--- config.mk ---
export PLATFORM = sky130hd
export DESIGN_NAME = verify_block
export DESIGN_NICKNAME = d
export VERILOG_FILES = /design/src/rtl/verify_block_pkg.sv /design/src/rtl/pearson_hash64.sv /design/src/rtl/verify_block.sv
export SDC_FILE = /design/constraint.sdc
export NUM_CORES = 1
export LEC_CHECK = 0
export CAP_MARGIN = 40
export CORE_MARGIN = 4
export CORE_UTILIZATION = 40
export DETAILED_ROUTE_END_ITERATION = 10
export DONT_BUFFER_PORTS = 1
export HOLD_SLACK_MARGIN = 0.03
export SLEW_MARGIN = 20
export SYNTH_ARGS = -nofsm -noshare
export SYNTH_HDL_FRONTEND = slang
export SYNTH_HIERARCHICAL = 1
export SYNTH_SLANG_ARGS = --single-unit
--- constraint.sdc ---
create_clock -name clock -period 3.47 [get_ports clock]
set_clock_uncertainty 0.15 [all_clocks]
set_input_delay 0.8675 -clock clock [delete_from_list [all_inputs] [get_ports clock]]
set_output_delay 0.8675 -clock clock [all_outputs]
set_load 0.02 [all_outputs]
--- src/rtl/verify_block_pkg.sv ---
// Shared definitions for the block verifier: FSM encoding, reject codes and
// the block message field layout used by both the miner and the verifier.
package verify_block_pkg;

   typedef enum logic [2:0] {
      S_IDLE   = 3'd0,
      S_LOAD   = 3'd1,
      S_HASH   = 3'd2,
      S_CHECK  = 3'd3,
      S_COMMIT = 3'd4
   } state_t;

   localparam logic [2:0] RC_OK       = 3'd0;
   localparam logic [2:0] RC_BAD_PREV = 3'd1;
   localparam logic [2:0] RC_BAD_SIG  = 3'd2;
   localparam logic [2:0] RC_BAD_HASH = 3'd3;
   localparam logic [2:0] RC_BAD_DIFF = 3'd4;
   localparam logic [2:0] RC_NO_FUNDS = 3'd5;
   localparam logic [2:0] RC_TIMEOUT  = 3'd6;

   localparam int PREV_MSB = 63;
   localparam int PREV_LSB = 56;
   localparam int AMT_MSB  = 55;
   localparam int AMT_LSB  = 48;
   localparam int SIG_MSB  = 47;
   localparam int SIG_LSB  = 40;
   localparam int DIR_BIT  = 39;

   localparam int TABLE_BYTES = 36;

endpackage

--- src/rtl/pearson_hash64.sv ---
// Pearson hash of a 64-bit message, one byte per cycle, MSB byte first.
// The 288-bit table is 36 byte entries indexed by (hash ^ byte) mod 36.
module pearson_hash64
   import verify_block_pkg::*;
(
   input  logic         clock,
   input  logic         reset_n,
   input  logic         enable,
   input  logic [63:0]  message,
   input  logic [287:0] random_table,
   output logic [7:0]   hash,
   output logic         finished
);

   logic [2:0] idx;
   logic [7:0] msg_byte;
   logic [7:0] mix;
   logic [5:0] tidx;
   logic [7:0] tbl [TABLE_BYTES];

   always_comb begin
      for (int k = 0; k < TABLE_BYTES; k++) begin
         tbl[k] = random_table[8*k +: 8];
      end
      msg_byte = message[{3'd7 - idx, 3'b000} +: 8];
      mix      = hash ^ msg_byte;
      tidx     = 6'(mix % 8'(TABLE_BYTES));
   end

   // finished is sticky until the next reset so the consumer cannot miss it
   always_ff @(posedge clock) begin
      if (!reset_n) begin
         hash     <= 8'd0;
         idx      <= 3'd0;
         finished <= 1'b0;
      end else if (enable && !finished) begin
         hash <= tbl[tidx];
         idx  <= idx + 3'd1;
         if (idx == 3'd7) finished <= 1'b1;
      end
   end

endmodule

--- src/rtl/verify_block.sv ---
// Verifies a mined block (linkage, signature, hash, difficulty, funds) and
// commits accepted transfers to the two-player ledger; last_hash is the chain tip.
module verify_block
   import verify_block_pkg::*;
#(
   parameter logic [7:0] INIT_BALANCE    = 8'd100,
   parameter int         DIFFICULTY_BITS = 4,
   parameter int         RESET_HOLD      = 2,
   parameter int         HASH_TIMEOUT    = 255
) (
   input  logic         clock,
   input  logic         resetn,
   input  logic         start,
   input  logic [63:0]  message,
   input  logic [7:0]   claimed_hash,
   input  logic [287:0] random_table,
   input  logic [7:0]   p1_sig,
   input  logic [7:0]   p2_sig,
   output logic         busy,
   output logic         done,
   output logic         accepted,
   output logic [2:0]   reject_code,
   output logic [7:0]   p1_balance,
   output logic [7:0]   p2_balance,
   output logic [7:0]   last_hash,
   output state_t       state_dbg
);

   localparam int CNT_MAX = (RESET_HOLD > HASH_TIMEOUT) ? RESET_HOLD : HASH_TIMEOUT;
   localparam int CW      = $clog2(CNT_MAX + 1);

   state_t          state;
   logic [63:0]     msg_q;
   logic [7:0]      claimed_q;
   logic [7:0]      computed_q;
   logic            timeout_q;
   logic [CW-1:0]   cnt;
   logic            core_rstn;
   logic [7:0]      hash_value;
   logic            hash_finished;

   logic [7:0] prev_f, amt_f, sig_f;
   logic       dir_f;
   logic [7:0] payer_bal, payee_bal, payer_sig, payer_new, payee_new;
   logic [8:0] payee_sum;
   logic [2:0] verdict;

   assign state_dbg = state;
   assign prev_f    = msg_q[PREV_MSB:PREV_LSB];
   assign amt_f     = msg_q[AMT_MSB:AMT_LSB];
   assign sig_f     = msg_q[SIG_MSB:SIG_LSB];
   assign dir_f     = msg_q[DIR_BIT];

   pearson_hash64 u_hash (
      .clock        (clock),
      .reset_n      (core_rstn),
      .enable       (1'b1),
      .message      (msg_q),
      .random_table (random_table),
      .hash         (hash_value),
      .finished     (hash_finished)
   );

   // First failing check wins; direction 1 means P2 is the payer.
   always_comb begin
      payer_bal = dir_f ? p2_balance : p1_balance;
      payee_bal = dir_f ? p1_balance : p2_balance;
      payer_sig = dir_f ? p2_sig : p1_sig;
      payee_sum = {1'b0, payee_bal} + {1'b0, amt_f};
      payee_new = payee_sum[8] ? 8'hFF : payee_sum[7:0];
      payer_new = payer_bal - amt_f;
      verdict   = RC_OK;
      if (timeout_q)                                          verdict = RC_TIMEOUT;
      else if (prev_f != last_hash)                           verdict = RC_BAD_PREV;
      else if (sig_f != payer_sig)                            verdict = RC_BAD_SIG;
      else if (computed_q != claimed_q)                       verdict = RC_BAD_HASH;
      else if ((computed_q >> (8 - DIFFICULTY_BITS)) != 8'd0) verdict = RC_BAD_DIFF;
      else if (payer_bal < amt_f)                             verdict = RC_NO_FUNDS;
   end

   always_ff @(posedge clock) begin
      if (!resetn) begin
         state       <= S_IDLE;
         busy        <= 1'b0;
         done        <= 1'b0;
         accepted    <= 1'b0;
         reject_code <= RC_OK;
         p1_balance  <= INIT_BALANCE;
         p2_balance  <= INIT_BALANCE;
         last_hash   <= 8'd0;
         msg_q       <= 64'd0;
         claimed_q   <= 8'd0;
         computed_q  <= 8'd0;
         timeout_q   <= 1'b0;
         cnt         <= '0;
         core_rstn   <= 1'b0;
      end else begin
         done <= 1'b0;
         case (state)
            S_IDLE: begin
               if (start) begin
                  msg_q     <= message;
                  claimed_q <= claimed_hash;
                  timeout_q <= 1'b0;
                  cnt       <= '0;
                  busy      <= 1'b1;
                  state     <= S_LOAD;
               end
            end
            S_LOAD: begin
               if (cnt == CW'(RESET_HOLD - 1)) begin
                  cnt       <= '0;
                  core_rstn <= 1'b1;
                  state     <= S_HASH;
               end else begin
                  cnt <= cnt + 1'b1;
               end
            end
            S_HASH: begin
               if (hash_finished) begin
                  computed_q <= hash_value;
                  core_rstn  <= 1'b0;
                  state      <= S_CHECK;
               end else if (cnt == CW'(HASH_TIMEOUT - 1)) begin
                  timeout_q <= 1'b1;
                  core_rstn <= 1'b0;
                  state     <= S_CHECK;
               end else begin
                  cnt <= cnt + 1'b1;
               end
            end
            S_CHECK: begin
               done        <= 1'b1;
               busy        <= 1'b0;
               accepted    <= (verdict == RC_OK);
               reject_code <= verdict;
               if (verdict == RC_OK) begin
                  last_hash <= computed_q;
                  if (dir_f) begin
                     p2_balance <= payer_new;
                     p1_balance <= payee_new;
                  end else begin
                     p1_balance <= payer_new;
                     p2_balance <= payee_new;
                  end
               end
               state <= S_COMMIT;
            end
            S_COMMIT: state <= S_IDLE;
            default:  state <= S_IDLE;
         endcase
      end
   end

endmodule

==> impl_results.md, run 1 <==
- YS warnings: 6
- Vias in the first global route: 7,791
- Sequential share of the synthesized area: 0.285
- Row Count: 56
- Synth Flop Type: dfxtp_1
- Required time worst endpoint: 3.63 ns
- Final setup fails: 0
- Fillers: 2,243
- Hold slack: 0.301 ns
- 1st-iter DRT viols: 689
- PortBufs: 0
- Initial antenna violation count: 34
- Avg Synthesized Cell Area: 9.34 um^2
- Minimum clock period: 3.33 ns
- Mapped Cells: 1,014
- Crit-path cells: nand2_1 -> o22ai_1 -> o21a_1 -> a211oi_2 -> buf_4 -> o21ai_1 -> a21oi_1 -> a311o_2 -> buf_12 -> mux2_1 -> o22ai_1 -> o31ai_1
- Commonest non-fill, non-tap cell in the layout: nand2_1
- Die extent in y: 162 um
- WS Path Type: reg2reg
- Antenna Nets Post-Route: 0
- CTS sink cnt: 135
- Commonest non-fill, non-tap cells in the layout: 182 x nand2_1, 132 x dfxtp_1, 105 x a21oi_1
- Buf/Inv on CP: 2
- Die X: 162 um
- Clk slew on worst S/H paths: 0.06 ns
- Final Max Slew Viols: 0
- Cts hold-fix bufs: 0
- WL final: 34.8 mm
- Worst vdd ir: 414 uV
- Slew HR: 0.475
- Footprint of the multi-input gates: 6410 um^2
- Layout area overhead: 14.0%
- Critical Path Slowest Stage Cell: dfxtp_1
- Hold Vio Cnt, Final: 0
- Worst-Margin Slew: 0.786 ns
- CTS tree: yes
- Total grt overflow: 0
- Worst Hold Class: reg2reg
- CP max FO: 17
- Fmax: 0.300 GHz
- Later-pin clock latency in the skew report: 0.43 ns
- H-tree levels: 4
- Routed len/inst: 25.7 um
- Drt first pass iters: 6
- Post-Syn Area: 9470 um^2
- Yosys reg bits: 135
- Clk buf depth: 2
- Routability cong.: 0.958
- Fin util: 0.461
- CP max stage delay: 0.45 ns
- PD cells: 628 nW/um^2
- CP Capture Type: flip-flop
- Crit start category: flip-flop
- Largest net degree at the start of global routing: 74
- Post-route setup TNS: 0 ns
- Share of post-route cells with drive strength above 1: 0.205
- Initial Utilization: 0.405
- RSZ-0062 raised after global routing: false
- CTS buffer count: 17
- GRT Util Overall: 0.249
- CP Data Arrival Time: 3.49 ns
- Worst path top cell family by delay: compound AO/OA/AOI/OAI gates
- Finished Cell Area: 10,800 um^2
- First-pass GRT wire length: 48.9 mm
- Via-to-Cell Ratio: 5.92
- Placed standard-cell area: 9940 um^2
- Status: finished, final reports clean
- Via count: 8,027
- Post-synth cell types: 72
- Cell mode on critical path: o22ai_1
- Crit share post-route: 0.961
- Sequential cell area: 2710 um^2
- Number of synthesized flops with an enable pin: 0
- Clock Tree Root: clkbuf_16
- DRC violations left: 0
- CORE AREA: 23,400 um^2
- Post-synthesis async set-or-reset flop share: 0
- Nets: 1,408
- DP Wirelength: 27.7 mm
- # IOs: 412
- Static Leak: 4.00 nW
- Die ar.: 26,200 um^2
- Max Cap Viol: 0
==> registers in the layout, indices dropped and copies added, names as in the netlist <==
| register | flops |
|---|---|
| accepted | 1 |
| busy | 1 |
| claimed_q | 8 |
| cnt | 8 |
| computed_q | 8 |
| core_rstn | 1 |
| done | 1 |
| last_hash | 8 |
| msg_q | 64 |
| p1_balance | 8 |
| p2_balance | 8 |
| reject_code | 3 |
| state_dbg | 3 |
| timeout_q | 1 |
| u_hash/finished | 1 |
| u_hash/hash | 8 |
| u_hash/idx | 3 |
==> report_power, final <==
| part | total (mW) | internal [mW] | switching, mW | leakage (nW) |
|---|---|---|---|---|
| registers | 1.88 | 1.70 | 0.182 | 1.10 |
| clock network | 2.10 | 1.35 | 0.749 | 0.321 |
| logic | 2.80 | 1.35 | 1.45 | 2.58 |
| total | 6.78 | 4.40 | 2.38 | 4.00 |
==> repair_timing <==
item / CTS / global route
setup buffers: 0 / 1
resized for setup: 0 / 13
endpoints found under the setup margin: 0 / 21
==> stage by stage <==
| step | setup WS, ns | power [mW] | cells |
|---|---|---|---|
| 3_3_place_gp | 0.0696 | 4.55 | 1302 |
| 6_report | 0.136 | 6.78 | 1355 |
| 5_1_grt | 0.000500 | 7.14 | 1349 |
| 4_1_cts | 0.00101 | 6.68 | 1334 |
| 3_5_place_dp | 0.0225 | 4.57 | 1303 |
| 2_1_floorplan | 0.0229 | 3.93 | 1015 |
==> metal layers <==
| layer | wire, um | global-route usage | vias up |
|---|---|---|---|
| li1 | - | - | 3738 |
| met1 | 15100 | 0.336 | 3837 |
| met2 | 15500 | 0.376 | 369 |
| met3 | 3620 | 0.105 | 61 |
| met4 | 535 | 0.0500 | 22 |
| met5 | 140 | 0.0246 | - |
==> path summary, 6_finish.rpt <==
path	endpoint	cells after the start	slack, ns	start
setup / recovery	u_hash/hash[2]	12	0.14	u_hash/idx[2]
hold / removal	msg_q[13]	2	0.30	msg_q[13]
setup reg to reg	u_hash/hash[2]	12	0.14	u_hash/idx[2]
hold reg to reg	msg_q[13]	2	0.30	msg_q[13]
==> cell usage after synthesis (all sizes together) (3+ instances only) <==
master  number  area [um^2]
ha          20          250
or3          6         37.5
or2          3         18.8
a21oi      105          526
o21a         8         60.1
mux2        40          462
a221o        4         40.0
nor3        15         86.3
buf         24          191
o31ai       11         87.6
xnor2       19          181
clkbuf      45          169
a31oi        4         25.0
nand2      183          687
o211a        3         37.5
nor2b       15         93.8
and2        15         93.8
nor2        57          219
xor2        27          236
o22ai       11         68.8
nand3        8         40.0
a211oi       8         65.1
dfxtp      135         2700
nor4         8         50.1
and3         7         43.8
o21ai       20          100
a211o        3         26.3
o211ai       6         45.0
inv         20         75.1
a32oi        8         70.1
nand4        5         31.3
mux2i       63          631
mux4        77         1730
==> worst reg2reg max path, stage by stage, from the launching register on <==
cell	delay (ns)
dfxtp_1	0.45
nand2_1	0.23
o22ai_1	0.41
o21a_1	0.27
a211oi_2	0.07
buf_4	0.17
o21ai_1	0.07
a21oi_1	0.08
a311o_2	0.43
buf_12	0.19
mux2_1	0.37
o22ai_1	0.23
o31ai_1	0.09
==> kinds of logic after synthesis <==
family / after synthesis / share of synthesized area
adders and majority gates: 22 / 0.0306
DFF: 135 / 0.285
xor gates and xnor gates: 46 / 0.0441
and+or+nand+nor: 331 / 0.156
AOI/OAI and AO/OA: 209 / 0.139
other: 1 / 0.000396
muxes: 180 / 0.298
buffers and inverters: 90 / 0.0465
==> area by class of cell <==
cell class / count / share of cell area
clock inverter: 14 / 0.0226
timing repair buffer: 42 / 0.0449
multi-input combinational: 790 / 0.594
inverter: 21 / 0.00742
clock buffer: 17 / 0.0394
antenna: 17 / 0.00394
tap: 319 / 0.0370
sequential: 135 / 0.251
No activity file was read; power rests on OpenSTA's default activity.
==> inputs of run 2 (changes only) <==
- TNS_END_PERCENT: not set -> 5
==> run 2 against run 1 <==
  * Sequential share of layout area up 0.085 points
  * Critical path depth up 1
  * Combinational power about the same
  * Design area down 0.29%
  * First-iteration DRC count up 11%
==> impl_results.md, run 2 (synthesis gave the netlist of run 1 again) <==
- Initial Utilization: 0.405
- FF-to-FF Start: u_hash/idx[1]
- Crit path depth: 13
- Share of post-route cells with drive strength above 1: 0.205
- Switching share of power: 0.350
- WL final: 34.6 mm
- Critical Path Slowest Stage Cell: mux4_2
- Fillers: 2,241
- H-tree levels: 4
- # IOs: 412
- Worst Hold Class: reg2reg
- CTS sink cnt: 135
- First-pass GRT wire length: 48.9 mm
- Routed len/inst: 25.6 um
- Crit share post-route: 0.960
- PortBufs: 0
- Clk buf depth: 2
- Hold Vio Cnt, Final: 0
- Cts hold-fix bufs: 0
- Nets: 1,407
- Row Count: 56
- Largest Register: msg_q
- Minimum clock period: 3.33 ns
- Commonest non-fill, non-tap cell in the layout: nand2_1
- Routability cong.: 0.958
- Max reg flops: 64
- Internal: 4.40 mW
- Antenna Nets Post-Route: 0
- Die extent in y: 162 um
- Static Leak: 3.98 nW
- Footprint of the multi-input gates: 6410 um^2
- Clock Tree Root: clkbuf_16
- Commonest non-fill, non-tap cells in the layout: 183 x nand2_1, 131 x dfxtp_1, 105 x a21oi_1
- Post-route setup TNS: 0 ns
- Psw: 2.36 mW
- WS Path Type: reg2reg
- Finished Cell Area: 10,800 um^2
- Largest net degree at the start of global routing: 74
- Worst setup path end: u_hash/hash[5]
- Sequential cell area: 2710 um^2
- CTS tree: yes
- Final setup fails: 0
- Layout area overhead: 13.6%
- CORE AREA: 23,400 um^2
- Worst path top cell family by delay: multiplexers
- GRT Util Overall: 0.249
- Slew HR: 0.473
- Worst vdd ir: 414 uV
- Cell mode on critical path: a21oi_1
- Buf/Inv on CP: 4
- Drt first pass iters: 5
- RSZ-0062 raised after global routing: true
- DP Wirelength: 27.7 mm
- CP Launch Point: u_hash/idx[1]
- Reg power frac: 0.279
- Status: finished, final reports clean
- Reg-to-reg endpoint: u_hash/hash[5]
- CP max FO: 15
- Crit-path cells: buf_6 -> buf_4 -> nor2b_1 -> a211oi_1 -> a21oi_1 -> nand2_1 -> xnor2_4 -> buf_12 -> clkbuf_16 -> mux4_2 -> mux2_1 -> a21oi_1 -> o31ai_1
- Required time worst endpoint: 3.63 ns
- Later-pin clock latency in the skew report: 0.43 ns
- Fmax: 0.300 GHz
- Placed standard-cell area: 9940 um^2
- Tot Pwr: 6.76 mW
- Initial antenna violation count: 34
- Crit start category: flip-flop
- Clk slew on worst S/H paths: 0.06 ns
- DRC violations left: 0
- CP Capture Type: flip-flop
- Die ar.: 26,200 um^2
- CP Data Arrival Time: 3.49 ns
- CP max stage delay: 0.57 ns
- PD cells: 628 nW/um^2
- Max Cap Viol: 0
- 1st-iter DRT viols: 765
- Clock share of power: 0.311
- Worst-Margin Slew: 0.790 ns
- Die X: 162 um
- Via-to-Cell Ratio: 5.94
- Total grt overflow: 0
- Vias in the first global route: 7,791
- Via count: 8,034
- Register-to-register setup slack: 0.14 ns
- CTS buffer count: 17
- Final Max Slew Viols: 0
- R2R cell count: 13
- Logic pwr share: 0.410
[run 2: cell count changes in the layout (fill, tap and decap cells not counted), sizes merged]
cell / change
clkbuf: -1
diode: -2
[run 2: worst reg2reg max path, cell delays in order (launching register included)]
cell and delay [ns]:
dfxtp_4 0.39, buf_6 0.15, buf_4 0.18, nor2b_1 0.06
a211oi_1 0.30, a21oi_1 0.07, nand2_1 0.21, xnor2_4 0.22
buf_12 0.15, clkbuf_16 0.19, mux4_2 0.57, mux2_1 0.33
a21oi_1 0.16, o31ai_1 0.09
[run 2: per-stage QoR]
step | utilization | instances | hold WS, ns | setup WS, ns
global placement | 0.424 | 1302 | 0.294 | 0.0696
detailed placement | 0.425 | 1303 | 0.293 | 0.0225
finish | 0.460 | 1352 | 0.302 | 0.141
CTS | 0.453 | 1334 | 0.302 | 0.00101
floorplan | - | 1015 | 0.282 | 0.0229
global route | 0.460 | 1348 | 0.325 | -0.00573
[run 2: timing repair]
item / in CTS / in global routing
endpoints found under the hold margin: 0 / 0
resized for setup: 0 / 13
setup endpoints to repair: 0 / 21
setup buffers: 0 / 1
[run 2: how the worst min path moves through the flow]
stage | from | slack [ns] | to | cells past startpoint
after floorplan | msg_q[17] | 0.28 | msg_q[17] | 2
after global placement | msg_q[12] | 0.29 | msg_q[12] | 2
after detailed placement | msg_q[13] | 0.29 | msg_q[13] | 2
after CTS | msg_q[13] | 0.30 | msg_q[13] | 2
after global routing | msg_q[21] | 0.32 | msg_q[21] | 2
final | msg_q[13] | 0.30 | msg_q[13] | 2
[run 2: final cells by class]
class / instances / area share
multi-input cells: 790 / 0.595
clock inverters: 14 / 0.0227
flip-flops and latches: 135 / 0.252
clock buffers: 17 / 0.0395
inverters: 21 / 0.00744
diodes: 15 / 0.00349
well taps: 319 / 0.0371
repair buffers: 41 / 0.0427
[run 2: power by group through the flow]
stage / logic (mW) / clock network [mW] / registers, mW
after global routing: 3.02 / 2.20 / 1.91
after global placement: 2.63 / 0 / 1.92
after detailed placement: 2.65 / 0 / 1.92
after floorplan: 2.09 / 0 / 1.84
final: 2.77 / 2.10 / 1.88
after CTS: 2.67 / 2.13 / 1.88
[run 2: per-layer routing]
| metal | global-route usage | vias to the layer above | wire, um |
|---|---|---|---|
| met5 | 0.0246 | - | 150 |
| met4 | 0.0500 | 24 | 475 |
| met3 | 0.105 | 62 | 3670 |
| met2 | 0.376 | 372 | 15500 |
| met1 | 0.336 | 3846 | 14900 |
| li1 | - | 3730 | - |
